===== src/rtl/alu_arbiter.sv =====
// Round-robin front end that shares one combinational ALU between two requesters.
// Operands are registered toward the ALU, and the registered result goes back to the granted port.
module alu_arbiter #(
  parameter int unsigned WIDTH = 6,
  parameter int unsigned SELW  = 4
) (
  input  logic             clk,
  input  logic             rst,
  input  logic             req0_valid,
  output logic             req0_ready,
  input  logic [SELW-1:0]  req0_sel,
  input  logic [WIDTH-1:0] req0_a,
  input  logic [WIDTH-1:0] req0_b,
  input  logic             req1_valid,
  output logic             req1_ready,
  input  logic [SELW-1:0]  req1_sel,
  input  logic [WIDTH-1:0] req1_a,
  input  logic [WIDTH-1:0] req1_b,
  output logic             rsp0_valid,
  output logic             rsp1_valid,
  input  logic             rsp_ready,
  output logic [WIDTH-1:0] rsp_data,
  output logic             busy,
  output logic [SELW-1:0]  alu_sel,
  output logic [WIDTH-1:0] alu_a,
  output logic [WIDTH-1:0] alu_b,
  input  logic [WIDTH-1:0] alu_x
);

  typedef enum logic [1:0] {
    IDLE = 2'd0,
    EXEC = 2'd1,
    RESP = 2'd2
  } state_t;

  state_t state;
  logic   last_grant;
  logic   cur_grant;
  logic   any_valid_c;
  logic   grant1_c;
  logic   accept_c;

  // Lone valid wins; under contention the port not served last time wins.
  always_comb begin
    any_valid_c = req0_valid | req1_valid;
    grant1_c    = req1_valid & (~req0_valid | ~last_grant);
    accept_c    = (state == IDLE) & ~rst & any_valid_c;
  end

  // The accept pulse must coincide with the IDLE cycle that loads the operands.
  assign req0_ready = accept_c & ~grant1_c;
  assign req1_ready = accept_c & grant1_c;

  always_ff @(posedge clk) begin
    if (rst) begin
      state      <= IDLE;
      last_grant <= 1'b1;
      cur_grant  <= 1'b0;
      rsp0_valid <= 1'b0;
      rsp1_valid <= 1'b0;
      rsp_data   <= '0;
      alu_sel    <= '0;
      alu_a      <= '0;
      alu_b      <= '0;
      busy       <= 1'b0;
    end else begin
      case (state)
        IDLE: begin
          if (any_valid_c) begin
            cur_grant <= grant1_c;
            alu_sel   <= grant1_c ? req1_sel : req0_sel;
            alu_a     <= grant1_c ? req1_a : req0_a;
            alu_b     <= grant1_c ? req1_b : req0_b;
            busy      <= 1'b1;
            state     <= EXEC;
          end
        end
        EXEC: begin
          rsp_data   <= alu_x;
          rsp0_valid <= ~cur_grant;
          rsp1_valid <= cur_grant;
          state      <= RESP;
        end
        RESP: begin
          // Fairness pointer moves only once the result has been taken.
          if (rsp_ready) begin
            rsp0_valid <= 1'b0;
            rsp1_valid <= 1'b0;
            last_grant <= cur_grant;
            busy       <= 1'b0;
            state      <= IDLE;
          end
        end
        default: begin
          busy  <= 1'b0;
          state <= IDLE;
        end
      endcase
    end
  end

endmodule

===== config.mk =====
export PLATFORM = sky130hd
export DESIGN_NAME = alu_arbiter
export DESIGN_NICKNAME = d
export VERILOG_FILES = /design/src/rtl/alu_arbiter.sv
export SDC_FILE = /design/constraint.sdc
export NUM_CORES = 1
export LEC_CHECK = 0
export ABC_AREA = 0
export CAP_MARGIN = 0
export CORE_ASPECT_RATIO = 0.6
export CORE_MARGIN = 2
export CORE_UTILIZATION = 40
export DETAILED_ROUTE_END_ITERATION = 8
export PLACE_DENSITY = 0.88
export REMOVE_ABC_BUFFERS = 1
export SYNTH_ARGS = -nofsm -noshare
export SYNTH_HDL_FRONTEND = slang
export SYNTH_SLANG_ARGS = --single-unit

===== constraint.sdc =====
create_clock -name clk -period 3.3 [get_ports clk]
set_input_delay 0.66 -clock clk [delete_from_list [all_inputs] [get_ports clk]]
set_output_delay 0.66 -clock clk [all_outputs]
set_load 0.02 [all_outputs]

======== Yosys cells after proc, flatten, opt, wreduce, memory -nomap -nowiden ========
Index checks and enable logic that the tools add are counted.
cells by class
  bitwise operators ....................... 13
  eq/ne operators ......................... 4
  muxes and demuxes ....................... 11
  reductions and logical operators ........ 7
operators by type and width
  cell                count
  $mux 6              2
  $reduce_and 2->1    4
  $not 1->1           6
  $pmux 2 s3          1
  $and 1x1->1         5
  $mux 2              2
  $mux 4              1
  $ne 2x2->1 const B  2
  $pmux 1 s2          2
  $pmux 1 s3          1
  $reduce_and 3->1    1
  $eq 2x1->1 const B  1
  $eq 2x2->1 const B  1
  $logic_not 2->1     1
  $mux 1              2
  $or 1x1->1          2
  $reduce_bool 2->1   1
word-level totals
  word-level logic and storage cells ...... 45
  register bits after elaboration ......... 29
  output and inout bits ................... 27
  input port bits ......................... 43

======== Logic depth before layout (Yosys ltp) ========
Gate-level depths: netlist of run 1.
  depth in word-level cells ............... 5
  mapped depth ............................ 6
  gate-level depth less buffers ........... 3

======== Worst setup path after synthesis of run 1 ========
OpenSTA, ideal clock, no wires.
  kind .................................... input to output
  start ................................... input port rst
  end ..................................... output port req0_ready
  cell stages on the path ................. 4
  buffers on the path ..................... 2
  setup slack ............................. 0.782 ns
  data arrival time ....................... 1.858 ns
  path through ............................ or3_1 buf_6 clkbuf_1 nor3b_1
on the way
  word-level cells in the longest chain between the ends .. 4
ends and longest elaborated chain
  what                       RTL line  text
  start: declaration         8         input logic rst,
  $not 1->1                  47        accept_c = (state == IDLE) & ~rst & any_valid_c;
  $and 1x1->1 (2 in series)  47
  $and 1x1->1                51        assign req0_ready = accept_c & ~grant1_c;
  end: declaration           10        output logic req0_ready,
Every way passes these cells.

======== Worst setup path in the final report of run 1 ========
  start ................................... input port rst
  end ..................................... output port req1_ready
on the way
  word-level cells in the longest chain between the ends .. 4
ends and longest elaborated chain
  what                       RTL line  text
  $not 1->1                  47
  $and 1x1->1 (2 in series)  47
  $and 1x1->1                52        assign req1_ready = accept_c & grant1_c;
  end: declaration           15        output logic req1_ready,
Every way passes these cells.

==> results.sh, run 1 <==
export IMPL_synth_commonest_cells="nand2_1, dfxtp_1, nor3_1"
export IMPL_holdPathEnd="rsp_data[3]$_SDFFE_PP0P_"
export IMPL_met3_usage_pct=7.51
export IMPL_route_vias_total=1295
export IMPL_cts_root_buf="clkbuf_8"
export IMPL_n_antenna_cell=0
export IMPL_netlist_cell_type_count=25
export IMPL_ir_drop_v=0.000244
export IMPL_htree_num_levels=2
export IMPL_cts_tree="yes"
export IMPL_tightest_slew_ns=0.798
export IMPL_cts_clk_slew_worst_paths_ns=0.07
export IMPL_required_ns=2.64
export IMPL_dp_hpwl_um=2780
export IMPL_cap_violations=0
export IMPL_start_kind="input pin"
export IMPL_core_um2=2890
export IMPL_ys_ff_latch=29
export IMPL_grt_busiest_layer="met2"
export IMPL_max_slew_margin_pct=46.8
export IMPL_start_util_pct=42.4
export IMPL_critPathCaptureType="output port"
export IMPL_gp_congestion=0.785
export IMPL_finalSetupViolations=0
export IMPL_insertion_delay_ns=0.28
export IMPL_drt_pass1_iter_count=4
export IMPL_yosys_warnings=0
export IMPL_leakage_uw=0.000779
export IMPL_reg2reg_from="state[0]$_SDFFE_PP0P_"
export IMPL_ios=70
export IMPL_grt_met2_usage_pct=36.9
export IMPL_drive_gt1_share_pct=12.0
export IMPL_slew_viol_final=0
export IMPL_die_w_um=75.5
export IMPL_r2r_setup_slack_ns=1.57
export IMPL_cts_sinks=29
export IMPL_synth_edff_count=0
export IMPL_dieArea_um2=3540
export IMPL_hold_depth=2
export IMPL_hold_path_class="reg2reg"
export IMPL_postCtsSetupBuffers=0
export IMPL_synth_most_common_cell="nand2_1"
export IMPL_cts_resized=0
export IMPL_finalHoldViolCount=0
export IMPL_numCtsBuffers=5
export IMPL_rows=15
export IMPL_synth_async_reset_ratio_pct=0
export IMPL_postPlaceCellArea_um2=1940
export IMPL_worstReg2RegEnd="alu_sel[2]$_SDFFE_PP0P_"
export IMPL_avgSynthCellArea_um2=8.89
export IMPL_period_share_pct=94.0
export IMPL_status="finished clean"
export IMPL_grt_util_all_layers_pct=22.6
export IMPL_min_from="rsp_data[3]$_SDFFE_PP0P_"
export IMPL_grt_pass1_vias=1225
export IMPL_synth_area_leaders="dfxtp_1, nand2_1, a221o_2, nor3_1, a221o_1"
export IMPL_grt_start_max_net_pins=18
export IMPL_yosysSeqAreaShare_pct=47.3
export IMPL_ant_nets=0
export IMPL_cts_buffer_depth=2
export IMPL_fmax_mhz=322
export IMPL_synth_top_cell_by_area="dfxtp_1"
export IMPL_area_delta_synth_final_pct=67.3
export IMPL_criticalPathCategory="in2out"
export IMPL_nNetsFinal=250
export IMPL_grt_first_pass_wirelength_um=5750
export IMPL_synthFlopType="dfxtp_1"
export IMPL_drc=0
export IMPL_die_y_um=46.9
export IMPL_critical_path_max_fanout=9
export IMPL_synthCells=138
export IMPL_min_period_ns=3.10
export IMPL_cts_hold_fix_buffers=0
export IMPL_antenna_found_initial=0
export IMPL_overflow=0
export IMPL_finalClockSkew_ns=0.00680
export IMPL_r2r_cells=4
export IMPL_fillers=239
export IMPL_stdcell_area_um2=2050
export IMPL_worst_ep_arrival_time_ns=2.44
export IMPL_grt_use_met1_pct=28.9
export IMPL_portBuffers=69
export IMPL_tns_ns=0
export IMPL_powerDensity_nw_per_um2=495
export IMPL_wl_per_cell_um=15.1
export IMPL_wirelength_um=3780
export IMPL_drt_iter0_drc=74
export IMPL_vias_per_cell=5.18
export IMPL_syn_area_um2=1230
export IMPL_rsz0062_at_grt="no"
export IMPL_synth_top_area_share_pct=47.3
==> layer usage <==
layer  wire length (µm)  share of wire (%)
met5                  0                  0
met4                 19               0.50
met3                304                8.0
met2               1760                 46
met1               1700                 45
==> state kept, by name, indices dropped and copies added (netlist names) <==
| signal | cells |
|---|---|
| alu_b | 6 |
| rsp_data | 6 |
| alu_sel | 4 |
| cur_grant | 1 |
| busy | 1 |
| last_grant | 1 |
| rsp1_valid | 1 |
| state | 2 |
| alu_a | 6 |
| rsp0_valid | 1 |
==> worst max-delay path by stage <==
stage / from / cells after the start / endpoint
after floorplan: rst / 2 / req1_ready
after detailed placement: rst / 4 / req0_ready
after CTS: rst / 4 / req0_ready
after global routing: rst / 4 / req1_ready
final: rst / 4 / req1_ready
after global placement: rst / 4 / req0_ready
==> kinds of logic after synthesis <==
group / share of synthesized area, %
compound gates: 23.0
buf+inv: 6.63
flops: 47.3
simple gates: 23.1
==> cells in the final DEF, fill, tap and decap left out, types with 2 or more instances in the layout <==
cell             count
a221o_2              8
nand2b_1             2
clkdlybuf4s50_1     69
clkbuf_8             5
nor2_1               3
dfxtp_1             29
nand2_1             32
a21oi_1              8
buf_4                5
nor2b_1              4
nor3_1              17
a221o_1              8
inv_1                3
==> through the flow <==
| step | cells | setup slack (ns) | total power, µW | util (%) | hold WS (ns) |
|---|---|---|---|---|---|
| floorplan | 126 | 0.810 | 513 | - | 0.449 |
| global placement | 242 | 0.231 | 646 | 67.0 | 0.441 |
| detailed placement | 242 | 0.211 | 653 | 67.0 | 0.450 |
| CTS | 250 | 0.207 | 1020 | 71.0 | 0.460 |
| global route | 250 | 0.152 | 1060 | 71.0 | 0.477 |
| finish | 250 | 0.198 | 1020 | 71.0 | 0.458 |
==> cell type report <==
cell class              count  area (µm²)  area share [%]
repair buffers             74         728            35.5
flip-flops and latches     29         581            28.3
multi-input cells          94         564            27.5
clock buffers               5        68.8            3.35
well taps                  42        52.6            2.56
clock inverters             3        46.3            2.26
inverters                   3        11.3           0.549
==> critical path, stage by stage <==
cell	delay, ns
clkdlybuf4s50_1	0.42
or3_1	0.48
a211oi_4	0.24
clkdlybuf4s50_1	0.64
==> where the power goes <==
part / switching, µW / total [µW] / leakage (µW) / internal, µW
registers: 23.5 / 406 / 0.000239 / 383
logic: 109 / 240 / 0.000486 / 131
clock network: 144 / 370 / 0.0000543 / 226
total: 277 / 1020 / 0.000779 / 740
Power figures use the tool's default switching activity.
==> inputs of run 2 (changes only) <==
CELL_PAD_IN_SITES_DETAIL_PLACEMENT = 1   (was default)
CELL_PAD_IN_SITES_GLOBAL_PLACEMENT = 1   (was default)
CORE_UTILIZATION = 28   (was 40)
CTS_CLUSTER_SIZE = 10   (was default)
PLACE_DENSITY = 0.87   (was 0.88)
==> run 2 against run 1 <==
Sequential cell count did not move. Count of clock-buffer cells in the layout is 2 higher. Cell count grew 7.6%. Utilization down 21 points. Global-route usage fell by 4.7 points. Sequential share of layout area decreased by 0.22 points. Clock power decreased by 13%. Maximum frequency rose by 2.0%. Largest power group unchanged.
==> results.sh, run 2 (synthesis results as in run 1) <==
export IMPL_p_comb_share_pct=25.1
export IMPL_status="finished clean"
export IMPL_dp_hpwl_um=3090
export IMPL_critPathCaptureType="output port"
export IMPL_die_y_um=55.3
export IMPL_holdPathEnd="rsp_data[2]$_SDFFE_PP0P_"
export IMPL_insertion_delay_ns=0.28
export IMPL_finalHoldViolCount=0
export IMPL_ant_nets=0
export IMPL_grt_pass1_vias=1344
export IMPL_finalPower_uw=972
export IMPL_criticalPathCategory="in2out"
export IMPL_rows=18
export IMPL_tightest_slew_ns=0.559
export IMPL_area_delta_synth_final_pct=68.7
export IMPL_cts_clk_slew_worst_paths_ns=0.06
export IMPL_min_period_ns=3.04
export IMPL_overflow=0
export IMPL_powerDensity_nw_per_um2=470
export IMPL_hold_depth=2
export IMPL_r2r_cells=4
export IMPL_nNetsFinal=251
export IMPL_worstReg2RegEnd="alu_sel[2]$_SDFFE_PP0P_"
export IMPL_fmax_mhz=329
export IMPL_cts_root_buf="clkbuf_8"
export IMPL_cts_buffer_depth=2
export IMPL_postCtsSetupBuffers=0
export IMPL_r2r_setup_slack_ns=1.61
export IMPL_drt_iter0_drc=36
export IMPL_route_vias_total=1288
export IMPL_drive_gt1_share_pct=12.4
export IMPL_gp_congestion=0.758
export IMPL_vias_per_cell=4.79
export IMPL_cap_violations=0
export IMPL_period_share_pct=92.2
export IMPL_cts_hold_fix_buffers=0
export IMPL_reg2reg_from="state[0]$_SDFFE_PP0P_"
export IMPL_required_ns=2.64
export IMPL_dieArea_um2=4940
export IMPL_portBuffers=69
export IMPL_max_slew_margin_pct=62.7
export IMPL_grt_first_pass_wirelength_um=6690
export IMPL_n_antenna_cell=0
export IMPL_rsz0062_at_grt="no"
export IMPL_p_int_uw=704
export IMPL_htree_num_levels=2
export IMPL_fillers=487
export IMPL_drt_pass1_iter_count=4
export IMPL_reg_top3="alu_a x6, alu_b x6, rsp_data x6"
export IMPL_grt_util_all_layers_pct=18.0
export IMPL_pwr_share_seq_pct=41.9
export IMPL_leakage_uw=0.000784
export IMPL_tns_ns=0
export IMPL_fin_worst_hold_slack_ns=0.456
export IMPL_antenna_found_initial=0
export IMPL_ios=70
export IMPL_clkPwrFrac_pct=33.0
export IMPL_finalSetupViolations=0
export IMPL_die_w_um=89.4
export IMPL_wirelength_um=4210
export IMPL_min_from="rsp_data[2]$_SDFFE_PP0P_"
export IMPL_ir_drop_v=0.000170
export IMPL_final_cell_mix="clkdlybuf4s50_1, nand2_1, dfxtp_1, nor3_1"
export IMPL_postPlaceCellArea_um2=1970
export IMPL_cts_resized=0
export IMPL_grt_start_max_net_pins=18
export IMPL_start_util_pct=29.4
export IMPL_switching_share_pct=27.6
export IMPL_critical_path_max_fanout=3
export IMPL_worst_ep_arrival_time_ns=2.38
export IMPL_core_um2=4170
export IMPL_slew_viol_final=0
export IMPL_cts_tree="yes"
export IMPL_wl_per_cell_um=15.6
export IMPL_cts_sinks=29
export IMPL_start_kind="input pin"
export IMPL_drc=0
export IMPL_stdcell_area_um2=2070
export IMPL_power_switching_uw=269
export IMPL_finalClockSkew_ns=0.00349
export IMPL_hold_path_class="reg2reg"
export IMPL_final_common_cell="clkdlybuf4s50_1"
export IMPL_numCtsBuffers=5
## run 2: how the worst max path moves through the flow
stage	start	to	slack (ns)	cells after the start
2_1_floorplan	rst	req1_ready	0.81	2
5_1_grt	rst	req0_ready	0.21	4
3_3_place_gp	rst	req0_ready	0.28	4
6_report	rst	req0_ready	0.26	4
4_1_cts	rst	req0_ready	0.25	4
3_5_place_dp	rst	req0_ready	0.27	4
## run 2: routing by layer
metal	share of wire, %	track usage, %
met4	2.0	6.18
met5	0	0
met3	6.5	5.38
met2	49	29.8
met1	42	21.9
## run 2: worst max-delay path: stages
cell and delay (ns):
clkdlybuf4s50_1 0.44, or3_1 0.42, nor3b_1 0.22, clkdlybuf4s50_1 0.63
## run 2: area by class of cell
| class | count | area, µm² | area share, % |
|---|---|---|---|
| Tap cell | 60 | 75.1 | 3.63 |
| Clock inverter | 1 | 5.00 | 0.242 |
| Inverter | 3 | 11.3 | 0.544 |
| Sequential cell | 29 | 581 | 28.1 |
| Clock buffer | 7 | 96.3 | 4.66 |
| Multi-Input combinational cell | 94 | 564 | 27.3 |
| Timing Repair Buffer | 75 | 736 | 35.6 |
## run 2: through the flow
stage | util, % | instances | setup WS [ns]
2_1_floorplan | - | 126 | 0.810
3_3_place_gp | 47.2 | 261 | 0.283
3_5_place_dp | 47.2 | 261 | 0.269
4_1_cts | 49.6 | 269 | 0.251
5_1_grt | 49.6 | 269 | 0.214
6_report | 49.6 | 269 | 0.258
## run 2: power by group through the flow
stage / logic (µW) / clock network [µW] / registers [µW]
finish: 244 / 321 / 407
global route: 263 / 345 / 412
CTS: 247 / 333 / 408
detailed placement: 244 / 0 / 414
global placement: 238 / 0 / 412
floorplan: 68.2 / 0 / 444
==> inputs of run 3 (changes only) <==
CORE_MARGIN = 4   (was 2)
==> run 3 against run 2 <==
Critical path depth is the same. Clock skew grew 0.0019 ns. Die area grew 12%. Cell count is the same. Sequential power is essentially flat. Setup slack lost 0.027 ns. Utilization is the same. Register-to-register slack is essentially flat. Maximum frequency shrank 0.88%. Sequential cell count is the same. Critical endpoint is now req1_ready. Highest routed layer unchanged.
==> results.sh, run 3 (synthesis results as in run 1) <==
export IMPL_drt_pass1_iter_count=6
export IMPL_n_antenna_cell=0
export IMPL_wirelength_um=4290
export IMPL_dp_hpwl_um=3220
export IMPL_r2r_setup_slack_ns=1.60
export IMPL_critical_path_max_fanout=4
export IMPL_max_slew_margin_pct=57.5
export IMPL_reg_top3="alu_a x6, alu_b x6, rsp_data x6"
export IMPL_postCtsSetupBuffers=0
export IMPL_drc=0
export IMPL_grt_start_max_net_pins=18
export IMPL_r2r_cells=4
export IMPL_finalSetupViolations=0
export IMPL_finalHoldViolCount=0
export IMPL_route_vias_total=1271
export IMPL_vias_per_cell=4.72
export IMPL_cap_violations=0
export IMPL_ios=70
export IMPL_rows=18
export IMPL_area_delta_synth_final_pct=68.7
export IMPL_ant_nets=0
export IMPL_reg2reg_from="state[0]$_SDFFE_PP0P_"
export IMPL_htree_num_levels=2
export IMPL_endpoint="req1_ready"
export IMPL_cts_clk_slew_worst_paths_ns=0.06
export IMPL_worst_ep_arrival_time_ns=2.41
export IMPL_grt_util_all_layers_pct=16.5
export IMPL_drt_iter0_drc=42
export IMPL_start_util_pct=29.4
export IMPL_grt_pass1_vias=1342
export IMPL_tns_ns=0
export IMPL_tightest_slew_ns=0.636
export IMPL_start_kind="input pin"
export IMPL_drive_gt1_share_pct=12.4
export IMPL_cts_buffer_depth=2
export IMPL_grt_first_pass_wirelength_um=6890
export IMPL_core_um2=4170
export IMPL_grt_use_met1_pct=21.2
export IMPL_numCtsBuffers=5
export IMPL_fmax_mhz=326
export IMPL_met3_usage_pct=5.96
export IMPL_grt_met2_usage_pct=25.6
export IMPL_nNetsFinal=251
export IMPL_cts_tree="yes"
export IMPL_dieArea_um2=5540
export IMPL_rsz0062_at_grt="no"
export IMPL_overflow=0
export IMPL_cts_root_buf="clkbuf_8"
export IMPL_cts_resized=0
export IMPL_min_period_ns=3.07
export IMPL_critPathCaptureType="output port"
export IMPL_powerDensity_nw_per_um2=473
export IMPL_min_from="rsp_data[1]$_SDFFE_PP0P_"
export IMPL_cp_startpoint="rst"
export IMPL_die_y_um=59.3
export IMPL_final_cell_mix="clkdlybuf4s50_1, nand2_1, dfxtp_1, nor3_1"
export IMPL_cts_sinks=29
export IMPL_criticalPathCategory="in2out"
export IMPL_status="finished clean"
export IMPL_wl_per_cell_um=16.0
export IMPL_cts_hold_fix_buffers=0
export IMPL_grt_busiest_layer="met2"
export IMPL_fin_worst_hold_slack_ns=0.462
export IMPL_period_share_pct=93.0
export IMPL_gp_congestion=0.749
export IMPL_worstReg2RegEnd="alu_b[1]$_SDFFE_PP0P_"
export IMPL_ir_drop_v=0.000169
export IMPL_antenna_found_initial=0
export IMPL_fillers=483
export IMPL_die_w_um=93.4
export IMPL_portBuffers=69
export IMPL_slew_viol_final=0
export IMPL_leakage_uw=0.000784
export IMPL_required_ns=2.64
export IMPL_insertion_delay_ns=0.28
export IMPL_final_common_cell="clkdlybuf4s50_1"
export IMPL_finalClockSkew_ns=0.00537
export IMPL_hold_path_class="reg2reg"
==> run 3: cell counts in the layout (fill, tap and decap cells not counted) <==
No cell type changed its count.
==> run 3: power by group <==
part	internal, µW	total [µW]	leakage [µW]	switching [µW]
sequential	383	406	0.000239	22.9
combinational	132	243	0.000491	111
clock	188	328	0.0000542	140
==> run 3: worst max-delay path, cell delays in order <==
cell	delay, ns
clkdlybuf4s50_1	0.42
or3_1	0.45
a211oi_4	0.24
clkdlybuf4s50_1	0.64
==> run 3: stage by stage <==
stage          cell area [µm²]  setup WS [ns]  cells  total power, µW  util (%)
2_1_floorplan             1160          0.810    126              513         -
3_3_place_gp              1970          0.249    261              652      47.2
3_5_place_dp              1970          0.208    261              658      47.2
4_1_cts                   2070          0.209    269              992      49.6
5_1_grt                   2070          0.177    269             1030      49.6
6_report                  2070          0.232    269              978      49.6
==> run 3: worst min path at each step <==
stage | slack [ns] | cells past startpoint | endpoint
after CTS | 0.46 | 2 | rsp_data[1]$_SDFFE_PP0P_
final | 0.46 | 2 | rsp_data[1]$_SDFFE_PP0P_
after detailed placement | 0.45 | 2 | rsp_data[1]$_SDFFE_PP0P_
after global placement | 0.45 | 2 | rsp_data[1]$_SDFFE_PP0P_
after global routing | 0.49 | 2 | rsp_data[1]$_SDFFE_PP0P_
after floorplan | 0.45 | 1 | cur_grant$_SDFFE_PP0P_
==> run 3: cell type report <==
type                       instances  area (µm²)  area share (%)
inverter                           3        11.3           0.544
tap                               60        75.1            3.63
multi-input combinational         94         564            27.3
timing repair buffer              75         736            35.6
clock buffer                       7        96.3            4.66
clock inverter                     1        5.00           0.242
sequential                        29         581            28.1
==> run 3: routing by layer <==
| layer | vias up | part of all wire, % |
|---|---|---|
| met5 | - | 0 |
| met4 | 0 | 1.4 |
| met3 | 5 | 6.5 |
| met2 | 40 | 46 |
| met1 | 594 | 46 |
| li1 | 632 | - |
